**config.mk**
```make
export PLATFORM = sky130hd
export DESIGN_NAME = rf_wb_arbiter
export DESIGN_NICKNAME = d
export VERILOG_FILES = /design/src/rtl/rf_wb_arbiter.sv
export SDC_FILE = /design/constraint.sdc
export NUM_CORES = 1
export LEC_CHECK = 0
export CAP_MARGIN = 10
export CORE_AREA = 3 3 58 60
export CTS_CLUSTER_SIZE = 25
export DETAILED_ROUTE_END_ITERATION = 8
export DIE_AREA = 0 0 61 63
export GPL_TIMING_DRIVEN = 0
export PLACE_DENSITY = 0.76
export SYNTH_ARGS = -nofsm -noshare
export SYNTH_HDL_FRONTEND = slang
export SYNTH_SLANG_ARGS = --single-unit
```
**constraint.sdc**
```tcl
create_clock -name clk -period 1.56 [get_ports clk]
set_clock_uncertainty 0.05 [all_clocks]
set_input_delay 0.312 -clock clk [delete_from_list [all_inputs] [get_ports clk]]
set_output_delay 0.312 -clock clk [all_outputs]
set_load 0.05 [all_outputs]
```
**src/rtl/rf_wb_arbiter.sv**
```systemverilog
`timescale 1ns/1ps
// -----------------------------------------------------------------------------
// rf_wb_arbiter
//
// Write-back arbiter and busy-bit scoreboard for the 8x8-bit register file.
// Two write-back requesters share the register file's single write port:
// the ALU (req0) and the load unit (req1). A one-bit round-robin pointer picks
// between them. A per-register busy bit lets issue logic stall on RAW hazards.
//
// Ports
//   clk, rst             clock; asynchronous active-low reset
//   req0Valid/Rd/Data    ALU write-back request
//   req0Ready            ALU request granted this cycle (combinational)
//   req1Valid/Rd/Data    load-unit write-back request
//   req1Ready            load request granted this cycle (combinational)
//   issueEn, issueRd     an instruction issued; mark issueRd busy
//   rs1, rs2             source-register hazard queries
//   rs1Busy, rs2Busy     busy[rs1] / busy[rs2] (combinational, no bypass)
//   busyVec              full scoreboard state
//   wrEn, rd, dIn        registered register-file write port
//
// Handshake: a request transfers on a cycle where Valid and Ready are both
// high at the rising edge. Ready is only ever high when the matching Valid is
// high, and at most one Ready is high per cycle. Requesters must not make
// Valid depend on Ready; Ready depends combinationally on both Valids.
// -----------------------------------------------------------------------------
module rf_wb_arbiter #(
  parameter int DATA_W   = 8,
  parameter int ADDR_W   = 3,
  parameter int NUM_REGS = 8
) (
  input  logic                clk,
  input  logic                rst,
  input  logic                req0Valid,
  input  logic [ADDR_W-1:0]   req0Rd,
  input  logic [DATA_W-1:0]   req0Data,
  output logic                req0Ready,
  input  logic                req1Valid,
  input  logic [ADDR_W-1:0]   req1Rd,
  input  logic [DATA_W-1:0]   req1Data,
  output logic                req1Ready,
  input  logic                issueEn,
  input  logic [ADDR_W-1:0]   issueRd,
  input  logic [ADDR_W-1:0]   rs1,
  input  logic [ADDR_W-1:0]   rs2,
  output logic                rs1Busy,
  output logic                rs2Busy,
  output logic [NUM_REGS-1:0] busyVec,
  output logic                wrEn,
  output logic [ADDR_W-1:0]   rd,
  output logic [DATA_W-1:0]   dIn
);

  // Round-robin pointer encoding: which requester wins when both are valid.
  localparam logic PREF_REQ0 = 1'b0;
  localparam logic PREF_REQ1 = 1'b1;

  // ---------------------------------------------------------------------------
  // State
  // ---------------------------------------------------------------------------
  logic                pref_q,  pref_d;
  logic                wr_en_q, wr_en_d;
  logic [ADDR_W-1:0]   rd_q,    rd_d;
  logic [DATA_W-1:0]   data_q,  data_d;
  logic [NUM_REGS-1:0] busy_q,  busy_d;

  // ---------------------------------------------------------------------------
  // Arbitration
  // ---------------------------------------------------------------------------
  logic grant0;
  logic grant1;

  always_comb begin
    grant0 = 1'b0;
    grant1 = 1'b0;
    if (req0Valid && req1Valid) begin
      grant0 = (pref_q == PREF_REQ0);
      grant1 = (pref_q == PREF_REQ1);
    end else begin
      grant0 = req0Valid;
      grant1 = req1Valid;
    end
  end

  assign req0Ready = grant0;
  assign req1Ready = grant1;

  // After any grant the other requester becomes preferred, so a requester
  // that keeps Valid high loses at most one arbitration in a row.
  always_comb begin
    pref_d = pref_q;
    if (grant0) begin
      pref_d = PREF_REQ1;
    end else if (grant1) begin
      pref_d = PREF_REQ0;
    end
  end

  // ---------------------------------------------------------------------------
  // Write-port output stage: one cycle from grant to register-file commit.
  // rd/dIn hold on idle cycles; only wrEn qualifies them.
  // ---------------------------------------------------------------------------
  always_comb begin
    wr_en_d = grant0 | grant1;
    rd_d    = rd_q;
    data_d  = data_q;
    if (grant0) begin
      rd_d   = req0Rd;
      data_d = req0Data;
    end else if (grant1) begin
      rd_d   = req1Rd;
      data_d = req1Data;
    end
  end

  // ---------------------------------------------------------------------------
  // Scoreboard
  // A busy bit clears on the edge where the register file commits the write
  // (wr_en_q/rd_q), so the register reads not-busy exactly when the file holds
  // the new value. A set of the same register on that edge wins: it belongs to
  // a newer producer that is still in flight.
  // ---------------------------------------------------------------------------
  logic [NUM_REGS-1:0] set_vec;
  logic [NUM_REGS-1:0] clr_vec;

  always_comb begin
    set_vec = '0;
    clr_vec = '0;
    if (issueEn) begin
      set_vec = NUM_REGS'(1) << issueRd;
    end
    if (wr_en_q) begin
      clr_vec = NUM_REGS'(1) << rd_q;
    end
    busy_d = set_vec | (busy_q & ~clr_vec);
  end

  // ---------------------------------------------------------------------------
  // Flops
  // ---------------------------------------------------------------------------
  always_ff @(posedge clk or negedge rst) begin
    if (!rst) begin
      pref_q  <= PREF_REQ0;
      wr_en_q <= 1'b0;
      rd_q    <= '0;
      data_q  <= '0;
      busy_q  <= '0;
    end else begin
      pref_q  <= pref_d;
      wr_en_q <= wr_en_d;
      rd_q    <= rd_d;
      data_q  <= data_d;
      busy_q  <= busy_d;
    end
  end

  // ---------------------------------------------------------------------------
  // Outputs
  // ---------------------------------------------------------------------------
  assign wrEn    = wr_en_q;
  assign rd      = rd_q;
  assign dIn     = data_q;
  assign busyVec = busy_q;
  assign rs1Busy = busy_q[rs1];
  assign rs2Busy = busy_q[rs2];

  // ---------------------------------------------------------------------------
  // Handshake invariants
  // ---------------------------------------------------------------------------
  a_ready0_needs_valid : assert property (
    @(posedge clk) disable iff (!rst) req0Ready |-> req0Valid);
  a_ready1_needs_valid : assert property (
    @(posedge clk) disable iff (!rst) req1Ready |-> req1Valid);
  a_single_grant : assert property (
    @(posedge clk) disable iff (!rst) !(req0Ready && req1Ready));

endmodule

```
==> flow_summary.ini <==
[global_route]
grt_max_degree = 22
grt_overflow = 0
grt_pass1_vias = 1142
antenna_found_initial = 0
grtUsageTotal_pct = 17.8
grt_first_pass_wirelength_um = 5210

[floorplan]
start_util_pct = 36.1
ios = 60
dieHeight_um = 63
die_area_um2 = 3840
fp.coreArea_um2 = 2980
num_rows = 20
die_x_um = 61

[route]
via_count = 1111
drtAntennaViolNets = 0
totalWireLength_um = 3340
drt_iter0_drc = 29
drt_pass1_iterations = 4
post-route-drc-count = 0
viasPerCell = 5.61
wl_per_cell_um = 16.9

[cells_and_area]
post-route-util_pct = 61.6
area_growth_pct = 70.5
drive_above_1_share_pct = 46.1
diodes = 0
fin_cells = 198
n_fill_cell = 243
num-nets-final = 202
final_cell_area_um2 = 1830

[logic_synthesis]
synth_area_leaders = dfrtp_1 49%, o221a_2 12%, mux4_1 9.8%, o21ai_0 6.1%, or3_1 4.7%
async_reset_ff_share_pct = 100
yosys_most_used_dff = dfrtp_1
ys_seq_area_share_pct = 48.9
synth_edf_count = 0
synth_area_leader_cell = dfrtp_1
synth_cells = 90
synth_top_area_share_pct = 48.9
synth.avg_cell_area_um2 = 11.9
synth_fp_nets = 126
netlist_top_cells_count = 21 x dfrtp_1, 13 x o21ai_0, 11 x o221a_2
ys_ff_latch = 21
netlist_area_um2 = 1070
yosysWarnings = 0
synth_cell_type_count = 15
yosysMostFrequentCell = dfrtp_1

[setup_path]
endpoint_kind = primary output
required_ns = 1.20
path_max_fanout = 3
start_kind = flop
crit_type = flop to primary output
cp.arrival_ns = 1.64

[cts]
numCtsBuffers = 3
cts_tree = built
cts_root_buffer = clkbuf_4
cts_max_level = 1
insertion_delay_ns = 0.29
cts.sinks = 21
path_clk_slew_ns = 0.11
cts.path.max_buffers = 2
holdBufCountCts = 0

[timing]
fin_crit_ns = 2.00
timing.slew.headroom_pct = 38.1
drv_slew = 0
hold_viol = 0
setup_viol = 2
setup_ws_ns = -0.437
grt_setup_unrepaired = yes
finalCritPeriodShare_pct = 128
fmax_mhz = 501
worstMarginPinSlew_ns = 0.925

[power_and_ir_drop]
comb_power_share_pct = 53.9
power_mw = 2.20
p_switching_mw = 0.959
ir_drop_mv = 0.459
clkPwrFrac_pct = 11.5
swShare_pct = 43.5
p_leak_nw = 0.772
p_per_area_nw_per_um2 = 1200
p_int_mw = 1.24
seq_power_share_pct = 34.5

[placement]
place_area_um2 = 1710
io_buffers = 59
dp.final_hpwl_um = 2530
place.gp.congestion = 0.788
place_inst = 182

[run]
cap_violations = 0

[outcome]
status = complete, but fails checks
violations = setup timing

[hold_path]
hp-class = input port to asynchronous set/reset pin
routing by layer:
layer	vias to the layer above	wire length [um]	track usage [%]
met5	-	0	0
met4	0	24	4.34
met1	549	1280	20.2
li1	501	-	-
met3	2	295	4.34
met2	59	1740	32.1
power groups by stage:
stage / combinational (mW) / sequential, mW / clock [mW]
after floorplan: 0.348 / 1.12 / 0
after CTS: 1.20 / 0.762 / 0.260
after global routing: 1.24 / 0.777 / 0.288
after global placement: 1.12 / 0.770 / 0
final: 1.19 / 0.761 / 0.254
after detailed placement: 1.14 / 0.780 / 0
sequential cells by signal, indices dropped and copies added (netlist names):
| signal | cells |
|---|---|
| wrEn | 1 |
| busyVec | 8 |
| rd | 3 |
| dIn | 8 |
| pref_q | 1 |
final timing paths:
check	from	endpoint	slack, ns	cells after the start
worst max-delay path	busyVec[5]	rs2Busy	-0.44	3
worst min-delay path	rst	busyVec[7]	0.47	1
worst max register to register	pref_q	dIn[1]	0.21	6
worst min register to register	busyVec[4]	busyVec[4]	0.50	2
max in group asynchronous	rst	busyVec[1]	0.36	1
min in group clk	busyVec[4]	busyVec[4]	0.50	2
logic make-up after synthesis:
logic type / after synthesis / share of synthesized area (%)
multiplexers: 6 / 11.9
flip-flops: 21 / 48.9
AO/OA/AOI/OAI: 31 / 22.8
buffers and inverters: 6 / 2.91
AND/OR/NAND/NOR: 26 / 13.5
layout make-up:
class / instances / area (um^2) / share of cell area [%]
inverter: 3 / 13.8 / 0.751
tap: 33 / 41.3 / 2.25
sequential: 21 / 536 / 29.2
timing repair buffer: 72 / 648 / 35.4
buffer: 2 / 18.8 / 1.02
clock buffer: 4 / 26.3 / 1.43
multi-input combinational: 63 / 549 / 30.0
placed cells by master, fill, tap and decap left out, types with 4 or more instances in the layout:
cell | Yosys | layout
clkdlybuf4s50_1 | 0 | 31
o21ai_0 | 13 | 13
buf_4 | 2 | 13
dfrtp_1 | 21 | 13
o221a_2 | 11 | 11
clkdlybuf4s15_2 | 0 | 9
clkbuf_2 | 0 | 9
or3_1 | 8 | 8
dfrtp_2 | 0 | 8
nand2b_1 | 7 | 6
nand2_1 | 7 | 4
o31ai_1 | 4 | 4
mux4_2 | 0 | 4
buf_6 | 0 | 4
buf_2 | 1 | 4
repair_timing:
item / in CTS / in global routing
endpoints found under the setup margin: 32 / 17
setup buffers: 7 / 6
gates resized for setup: 97 / 25
endpoints found under the hold margin: 0 / 0
pin swaps: 3 / 0
metrics by stage:
| step | setup slack [ns] | TNS, ns | hold slack, ns |
|---|---|---|---|
| after global routing | -0.482 | -0.966 | 0.522 |
| after detailed placement | -1.18 | -8.64 | 0.483 |
| final | -0.437 | -0.861 | 0.473 |
| after global placement | -1.14 | -8.07 | 0.471 |
| after CTS | -0.449 | -0.879 | 0.497 |
| after floorplan | -0.149 | -0.298 | -0.0336 |
worst max-delay path, cell delays in order, from the launching register on:
cell     delay, ns
dfrtp_2       0.43
mux4_2        0.48
mux2_4        0.28
buf_6         0.15
(Power assumes the default switching activity.)
